===== config.mk =====
export PLATFORM = sky130hd
export DESIGN_NAME = half_norm_round
export DESIGN_NICKNAME = d
export VERILOG_FILES = /design/src/rtl/half_fp_pkg.sv /design/src/rtl/half_rne_round.sv /design/src/rtl/half_norm_round.sv
export SDC_FILE = /design/constraint.sdc
export NUM_CORES = 1
export LEC_CHECK = 0
export ABC_AREA = 1
export BUFFER_PORTS_ARGS = -buffer_cell sky130_fd_sc_hd__buf_2
export CORE_MARGIN = 3
export CORE_UTILIZATION = 60
export CTS_BUF_LIST = sky130_fd_sc_hd__clkbuf_4 sky130_fd_sc_hd__clkbuf_8
export DETAILED_ROUTE_END_ITERATION = 8
export GPL_TIMING_DRIVEN = 1
export PLACE_DENSITY = 0.8
export SLEW_MARGIN = 10
export SYNTH_ARGS = -nofsm -noshare
export SYNTH_HDL_FRONTEND = slang
export SYNTH_HIERARCHICAL = 1
export SYNTH_SLANG_ARGS = --single-unit

===== constraint.sdc =====
create_clock -name clk -period 2.5 [get_ports clk]
set_clock_uncertainty 0.05 [all_clocks]
set_input_delay 0.5 -clock clk [delete_from_list [all_inputs] [get_ports clk]]
set_output_delay 0.5 -clock clk [all_outputs]
set_load 0.05 [all_outputs]

===== src/rtl/half_fp_pkg.sv =====
// rtl/half_fp_pkg.sv - IEEE half-precision constants, FSM state type and flag bit indices
package half_fp_pkg;

  localparam int HALF_BIAS    = 15;
  localparam int HALF_EXP_MAX = 31;

  localparam logic [15:0] HALF_INF  = 16'h7C00;
  localparam logic [15:0] HALF_MAXF = 16'h7BFF;

  localparam int FLAG_OVF = 2;
  localparam int FLAG_UNF = 1;
  localparam int FLAG_INX = 0;

  typedef enum logic [1:0] {
    ST_IDLE  = 2'd0,
    ST_NORM  = 2'd1,
    ST_ROUND = 2'd2,
    ST_DONE  = 2'd3
  } state_e;

endpackage


===== src/rtl/half_rne_round.sv =====
// rtl/half_rne_round.sv - round-to-nearest-even of a normalized 1.20 significand to 11 bits
module half_rne_round (
  input  logic              [20:0] mant_i,
  input  logic                     sticky_i,
  input  logic signed       [8:0]  exp_i,
  output logic              [9:0]  frac_o,
  output logic signed       [8:0]  exp_o,
  output logic                     inexact_o
);

  logic        guard;
  logic        sticky_all;
  logic        round_up;
  logic [11:0] sum;

  assign guard      = mant_i[9];
  assign sticky_all = (|mant_i[8:0]) | sticky_i;
  assign round_up   = guard & (sticky_all | mant_i[10]);
  assign sum        = {1'b0, mant_i[20:10]} + {11'b0, round_up};
  assign inexact_o  = guard | sticky_all;

  // A carry out of the 11-bit significand leaves exactly 1.0, so the fraction is zero.
  assign frac_o = sum[11] ? 10'b0 : sum[9:0];
  assign exp_o  = sum[11] ? exp_i + 9'sd1 : exp_i;

endmodule


===== src/rtl/half_norm_round.sv =====
// rtl/half_norm_round.sv - normalize and RNE-round a raw half-precision product; HALF_NR_SAT_EN saturates overflow to max finite
module half_norm_round
  import half_fp_pkg::*;
#(
  parameter int SHIFT_LIMIT = 21
) (
  input  logic        clk,
  input  logic        rst_n,
  input  logic        in_valid,
  output logic        in_ready,
  input  logic        in_sign,
  input  logic [6:0]  in_exp,
  input  logic [21:0] in_mant,
  input  logic        in_zero,
  output logic        out_valid,
  input  logic        out_ready,
  output logic [15:0] out_result,
  output logic [2:0]  out_flags
);

  localparam int CNT_W = $clog2(SHIFT_LIMIT + 1);
  localparam logic signed [8:0] EXP_MAX_S = 9'(HALF_EXP_MAX);

  state_e                  state_q;
  logic                    sign_q;
  logic                    sticky_q;
  logic signed [8:0]       exp_q;
  logic        [21:0]      mant_q;
  logic        [CNT_W-1:0] shift_cnt_q;
  logic                    out_valid_q;
  logic        [15:0]      out_result_q;
  logic        [2:0]       out_flags_q;

  logic        [9:0]       rnd_frac;
  logic signed [8:0]       rnd_exp;
  logic                    rnd_inexact;
  logic        [15:0]      pack_result;
  logic        [2:0]       pack_flags;

  half_rne_round u_rne (
    .mant_i    (mant_q[20:0]),
    .sticky_i  (sticky_q),
    .exp_i     (exp_q),
    .frac_o    (rnd_frac),
    .exp_o     (rnd_exp),
    .inexact_o (rnd_inexact)
  );

  always_comb begin
    pack_result           = {sign_q, rnd_exp[4:0], rnd_frac};
    pack_flags            = '0;
    pack_flags[FLAG_INX]  = rnd_inexact;
    if (rnd_exp >= EXP_MAX_S) begin
`ifdef HALF_NR_SAT_EN
      pack_result = {sign_q, HALF_MAXF[14:0]};
`else
      pack_result = {sign_q, HALF_INF[14:0]};
`endif
      pack_flags[FLAG_OVF] = 1'b1;
      pack_flags[FLAG_INX] = 1'b1;
    end else if (rnd_exp <= 9'sd0) begin
      // No subnormal outputs: anything below the normal range flushes to signed zero.
      pack_result          = {sign_q, 15'b0};
      pack_flags[FLAG_UNF] = 1'b1;
      pack_flags[FLAG_INX] = 1'b1;
    end
  end

  always_ff @(posedge clk or negedge rst_n) begin
    if (!rst_n) begin
      state_q      <= ST_IDLE;
      sign_q       <= 1'b0;
      sticky_q     <= 1'b0;
      exp_q        <= '0;
      mant_q       <= '0;
      shift_cnt_q  <= '0;
      out_valid_q  <= 1'b0;
      out_result_q <= '0;
      out_flags_q  <= '0;
    end else begin
      case (state_q)
        ST_IDLE: begin
          if (in_valid) begin
            sign_q      <= in_sign;
            exp_q       <= {{2{in_exp[6]}}, in_exp};
            mant_q      <= in_mant;
            sticky_q    <= 1'b0;
            shift_cnt_q <= '0;
            if (in_zero || (in_mant == '0)) begin
              out_result_q <= {in_sign, 15'b0};
              out_flags_q  <= '0;
              out_valid_q  <= 1'b1;
              state_q      <= ST_DONE;
            end else begin
              state_q <= ST_NORM;
            end
          end
        end
        ST_NORM: begin
          if (mant_q[21]) begin
            mant_q   <= {1'b0, mant_q[21:1]};
            sticky_q <= sticky_q | mant_q[0];
            exp_q    <= exp_q + 9'sd1;
            state_q  <= ST_ROUND;
          end else if (mant_q[20] || (shift_cnt_q == CNT_W'(SHIFT_LIMIT))) begin
            state_q <= ST_ROUND;
          end else begin
            mant_q      <= {mant_q[20:0], 1'b0};
            exp_q       <= exp_q - 9'sd1;
            shift_cnt_q <= shift_cnt_q + CNT_W'(1);
          end
        end
        ST_ROUND: begin
          out_result_q <= pack_result;
          out_flags_q  <= pack_flags;
          out_valid_q  <= 1'b1;
          state_q      <= ST_DONE;
        end
        ST_DONE: begin
          if (out_ready) begin
            out_valid_q <= 1'b0;
            state_q     <= ST_IDLE;
          end
        end
        default: state_q <= ST_IDLE;
      endcase
    end
  end

  // Gated by rst_n so the block never advertises readiness while held in reset.
  assign in_ready   = rst_n & (state_q == ST_IDLE);
  assign out_valid  = out_valid_q;
  assign out_result = out_result_q;
  assign out_flags  = out_flags_q;

endmodule


==> results of run 1 <==
flip-flops by register name (all words and copies together) (netlist names):
| register | cells |
|---|---|
| exp_q | 9 |
| state_q | 2 |
| out_flags | 3 |
| mant_q | 22 |
| sticky_q | 1 |
| out_result | 16 |
| out_valid | 1 |
| sign_q | 1 |
| shift_cnt_q | 5 |
path summary, 6_finish.rpt:
path	slack, ns	end	cells after the start	startpoint
min in group asynchronous	0.39	sign_q	2	rst_n
setup / recovery	0.22	out_result[4]	14	mant_q[9]
max in group asynchronous	1.46	exp_q[1]	2	rst_n
hold reg to reg	0.43	out_valid	2	out_valid
hold / removal	0.36	exp_q[4]	3	in_exp[4]
setup reg to reg	0.22	out_result[4]	14	mant_q[9]
power breakdown:
part | internal [mW] | switching (mW) | leakage [nW]
registers | 1.38 | 0.474 | 0.740
logic | 1.51 | 2.76 | 1.90
clock network | 0.391 | 0.388 | 0.0923
total | 3.27 | 3.63 | 2.74
layout make-up:
class / instances / area, um2 / share of cell area (%)
tap: 96 / 120 / 2.40
clock inverter: 5 / 27.5 / 0.551
sequential: 60 / 1500 / 30.1
clock buffer: 11 / 145 / 2.91
inverter: 86 / 323 / 6.46
timing repair buffer: 68 / 385 / 7.72
multi-input combinational: 489 / 2490 / 49.9
logic make-up after synthesis:
kind of cell             synth area share [%]
buffers and inverters                    10.6
adder cells (fa/ha/maj)                  5.22
AO/OA/AOI/OAI                            8.65
flip-flops                               33.7
XOR/XNOR                                 2.92
AND/OR/NAND/NOR                          38.9
through the flow:
| step | std cells | area, um2 | setup TNS [ns] | setup slack, ns | hold WS, ns |
|---|---|---|---|---|---|
| floorplan | 658 | 4460 | 0 | 0.387 | 0.154 |
| global placement | 798 | 4810 | 0 | 0.344 | 0.402 |
| detailed placement | 798 | 4810 | 0 | 0.253 | 0.419 |
| CTS | 814 | 4980 | 0 | 0.192 | 0.345 |
| global route | 815 | 4990 | -0.00245 | -0.00245 | 0.376 |
| finish | 815 | 4990 | 0 | 0.217 | 0.358 |
layer usage:
metal / track usage (%) / vias up / share of wire (%)
li1: - / 2193 / -
met1: 32.9 / 2028 / 46
met2: 44.2 / 113 / 48
met3: 3.86 / 18 / 4.3
met4: 7.55 / 0 / 1.9
met5: 0 / - / 0
what timing repair did:
item	in CTS	in global routing
resized for setup	0	3
hold buffers	0	0
endpoints found under the setup margin	0	16
tightest hold or removal path, cell delays in order:
cell      delay, ns
buf_2          0.08
o211ai_1       0.07
nand2_1        0.05
placed cells by master (no fill, tap or decap), types with 11 or more instances in the layout:
cell	n
nand2_1	209
inv_1	74
nor2_1	70
nand3_1	68
dfrtp_1	59
buf_2	55
nand3b_1	24
o21ai_0	19
ha_1	17
inv_2	12
buf_4	12
a21oi_1	11
==> reports/results.ini, run 1 <==
[run_status]
status=completed

[placement]
dpl.hpwl_mm=7.67
io_buffers=55
routabilityCongestion=0.883

[synthesis]
synth_area_leaders=dfrtp_1, nand2_1, nand3_1
synth_top_area_share_pct=33.7
synth_seq_cells=60
yosysUniqueCellTypes=40
netlist_instances=658
synth.largest_area_cell=dfrtp_1
syn-cell-area_um2=4460
synth-async-reset-ratio_pct=100
syn_nets=711
synth_common_cells=nand2_1, inv_1, nor2_1
syn_area_per_cell_um2=6.77
yosys_warnings=6
yosysMostFrequentCell=nand2_1
yosysSeqAreaShare_pct=33.7
synth_ff_type=dfrtp_1
synth-edff-count=0

[floorplan]
fp.dieW_um=92.2
fp-row-count=30
initial_core_util_pct=63.8
io_pins=56
dieArea_um2=8500
die-height_um=92.2
coreArea_um2=6980

[detailed_routing]
drtPass1Iterations=4
wl_per_cell_um=12.8
postRouteAntennaNets=0
routed_wl_mm=10.4
remaining_drc_errors=0
routed_via_density=5.34
vias=4352
drtIter0Drc=190

[global_route]
track_usage_pct=25.5
grt_max_degree=61
grt_pass1_wl_mm=17.7
overflow=0
antenna_found_initial=0
grt_pass1_vias=4041

[power]
powerDensity_nw_per_um2=1380
finalPower_mw=6.90
worst_ir_drop_vdd_uv=702
leakagePower_nw=2.74

[layout]
fin_util_pct=71.5
filler_cell_count=610
nets=767
diodes=0
layout-drive-gt1-share_pct=17.5
syn_to_final_growth_pct=12.1

[critical_path]
cp_max_fo=12
end_kind=flop
worst_ep_required_time_ns=2.72
path_class=reg -> reg
cp-start-kind=flop
max_stage_delay_ns=0.45
critPathArrivalTime_ns=2.51
cp.buffers_inverters=1
path_cells=nand2_1 > nor2_4 > nand3_2 > inv_2 > nand2_1 > nand2_1 > nor2_1 > nand2_1 > nor2_1 > nor2_2 > nand3_1 > nor2_1 > nand2_1 > nand2_1
cp_slowest_cell=dfrtp_1
cp_common_cell=nand2_1
crit_family=simple AND/OR/NAND/NOR gates

[sta]
fmax_mhz=438
hold_viol=0
fin_crit_sh_pct=91.3
fin_crit_ns=2.28
drv_slew=0
relSlewSlack_pct=48.1
tightest_slew_ns=0.779
setup_violations=0

[clock_tree]
cts-buffers-inserted=9
cts_max_level=3
clkTransAtPathRegs_ns=0.07
cts_buffer_depth=2
numClockSinks=60
clk_latency_ns=0.33
clock-root-buffer=clkbuf_8
cts_tree=built
post_cts_buffers=0

[flow_run]
maxCapViolations=0

[worst_hold_path]
min_path_type=in -> reg

No activity file was read; power rests on OpenSTA's default activity.
==> inputs of run 2 (changes only) <==
Settings changed: CORE_UTILIZATION 60 to 55, PLACE_DENSITY 0.8 to 0.74.
==> run 2 against run 1 <==
Effect of this change: sequential cell count is the same; power up 1.4%; critical path depth stayed put; clock power up 16%; die area grew 8.5%; wire length decreased by 1.9%; global-route usage down 1.7 points; setup slack better by 0.077 ns; combinational power down 0.9%; maximum frequency is 3.5% higher; non-clock buffer count stayed put; critical path type unchanged; highest routed layer unchanged.
==> reports/results.ini, run 2 (synthesized netlist as in run 1, its figures left out) <==
[run_status]
status=completed

[power]
switching_share_pct=51.7
intPower_mw=3.38
pwr-share-comb_pct=60.5
clkPwrFrac_pct=12.9
powerDensity_nw_per_um2=1390
leakagePower_nw=2.75
finalPower_mw=7.00
worst_ir_drop_vdd_uv=648
p_sw_mw=3.61
seqPwrFrac_pct=26.6

[critical_path]
worst_ep_required_time_ns=2.73
crit_path_end=out_result[7]
critPathArrivalTime_ns=2.44
path_cells=ha_1 > nand3_1 > inv_1 > nand3_1 > nand2_1 > nand2_1 > o21ai_0 > nor2_1 > nand2_1 > nor2_1 > nand3_2 > nor2_1 > nand2_1 > nand2_1
cp_slowest_cell=dfrtp_2
cp-start-kind=flop
regToRegStartpoint=exp_q[1]
cp_common_cell=nand2_1
max_stage_delay_ns=0.47
path_class=reg -> reg
startpoint=exp_q[1]
rr_worst_depth=14
cp_max_fo=10
timing.rr.end=out_result[7]
rrSetupSlack_ns=0.29
end_kind=flop

[clock_tree]
cts_max_level=3
cts_buffer_depth=2
clk_latency_ns=0.34
cts_tree=built
clkTransAtPathRegs_ns=0.07
numClockSinks=60
cts-buffers-inserted=9
clock-root-buffer=clkbuf_8

[flow_run]
maxCapViolations=0

[layout]
filler_cell_count=712
syn_to_final_growth_pct=12.9
multi_input_area_um2=2480
largest_reg_flops=22
seq_area_um2=1500
nets=766
final_common_cell=nand2_1
layout-drive-gt1-share_pct=17.3
fin_util_pct=64.5
mostFrequentLayoutCells=nand2_1, inv_1, nor2_1
diodes=0
top_register=mant_q
final_area_um2=5030
instances_no_fill=820

[sta]
hold_viol=0
fmax_mhz=453
layout_setup_ws_ns=0.294
fin_crit_ns=2.21
relSlewSlack_pct=47.9
fin_crit_sh_pct=88.2
fin_tns_setup_ns=0
setup_violations=0
drv_slew=0
rsz0062_at_grt=false
hold_ws_ns=0.323
tightest_slew_ns=0.781

[placement]
pre_cts_slack_ns=0.245
routabilityCongestion=0.861
postPlaceCellArea_um2=4830
dp.cells=804
io_buffers=55
dpl.hpwl_mm=7.48

[worst_hold_path]
min_path_type=in -> async

[floorplan]
io_pins=56
coreArea_um2=7810
die-height_um=96.0
fp.dieW_um=96.0
dieArea_um2=9220
initial_core_util_pct=57.1
fp-row-count=32

[global_route]
grt_pass1_vias=4007
grt_pass1_wl_mm=17.5
overflow=0
antenna_found_initial=0
track_usage_pct=23.7
grt_max_degree=61

[detailed_routing]
wl_per_cell_um=12.5
drtPass1Iterations=5
drtIter0Drc=174
routed_via_density=5.19
vias=4252
postRouteAntennaNets=0
remaining_drc_errors=0
routed_wl_mm=10.2

## run 2: changes by cell type in the layout (fill, tap and decap cells not counted), sizes merged
cell,change
clkinv,-1
clkinvlp,+1
nand3,-1
clkbuf,-1
bufinv,+1
## run 2: power groups by stage
stage	clock network (mW)	logic [mW]	registers, mW
2_1_floorplan	0	3.19	2.02
3_3_place_gp	0	4.11	1.84
3_5_place_dp	0	4.20	1.86
4_1_cts	0.917	4.23	1.85
5_1_grt	0.966	4.82	1.93
6_report	0.903	4.23	1.86
## run 2: area by class of cell
class	instances	area share, %
timing repair buffer	68	7.90
inverter	86	6.41
clock buffer	10	2.73
tap	102	2.54
clock inverter	6	1.27
multi-input combinational	488	49.3
sequential	60	29.9
## run 2: critical path, delay by kind of cell (launching register included)
family | cells | cell delay [ns]
AO/OA/AOI/OAI | 1 | 0.07
flip-flops | 1 | 0.47
AND/OR/NAND/NOR | 11 | 1.23
adder cells (fa/ha/maj) | 1 | 0.23
buffers and inverters | 1 | 0.10
## run 2: layer usage
metal	GRT usage [%]	up-vias	part of all wire, %
li1	-	2184	-
met1	32.0	1949	48
met2	38.6	103	47
met3	4.07	16	4.2
met4	7.82	0	1.1
met5	0	-	0
## run 2: worst min-delay path by stage
stage                 from         end  slack [ns]  cells past startpoint
6_report             rst_n    exp_q[6]        0.32                      2
5_1_grt          in_exp[4]    exp_q[4]        0.37                      3
4_1_cts        in_mant[21]  mant_q[21]        0.35                      3
3_5_place_dp     out_valid   out_valid        0.41                      2
3_3_place_gp     out_valid   out_valid        0.40                      2
2_1_floorplan        rst_n    exp_q[0]        0.15                      0
## run 2: what timing repair did
action,in CTS,in global routing
hold buffers,0,0
setup buffers,0,0
endpoints found under the setup margin,0,13
gates resized for setup,0,1
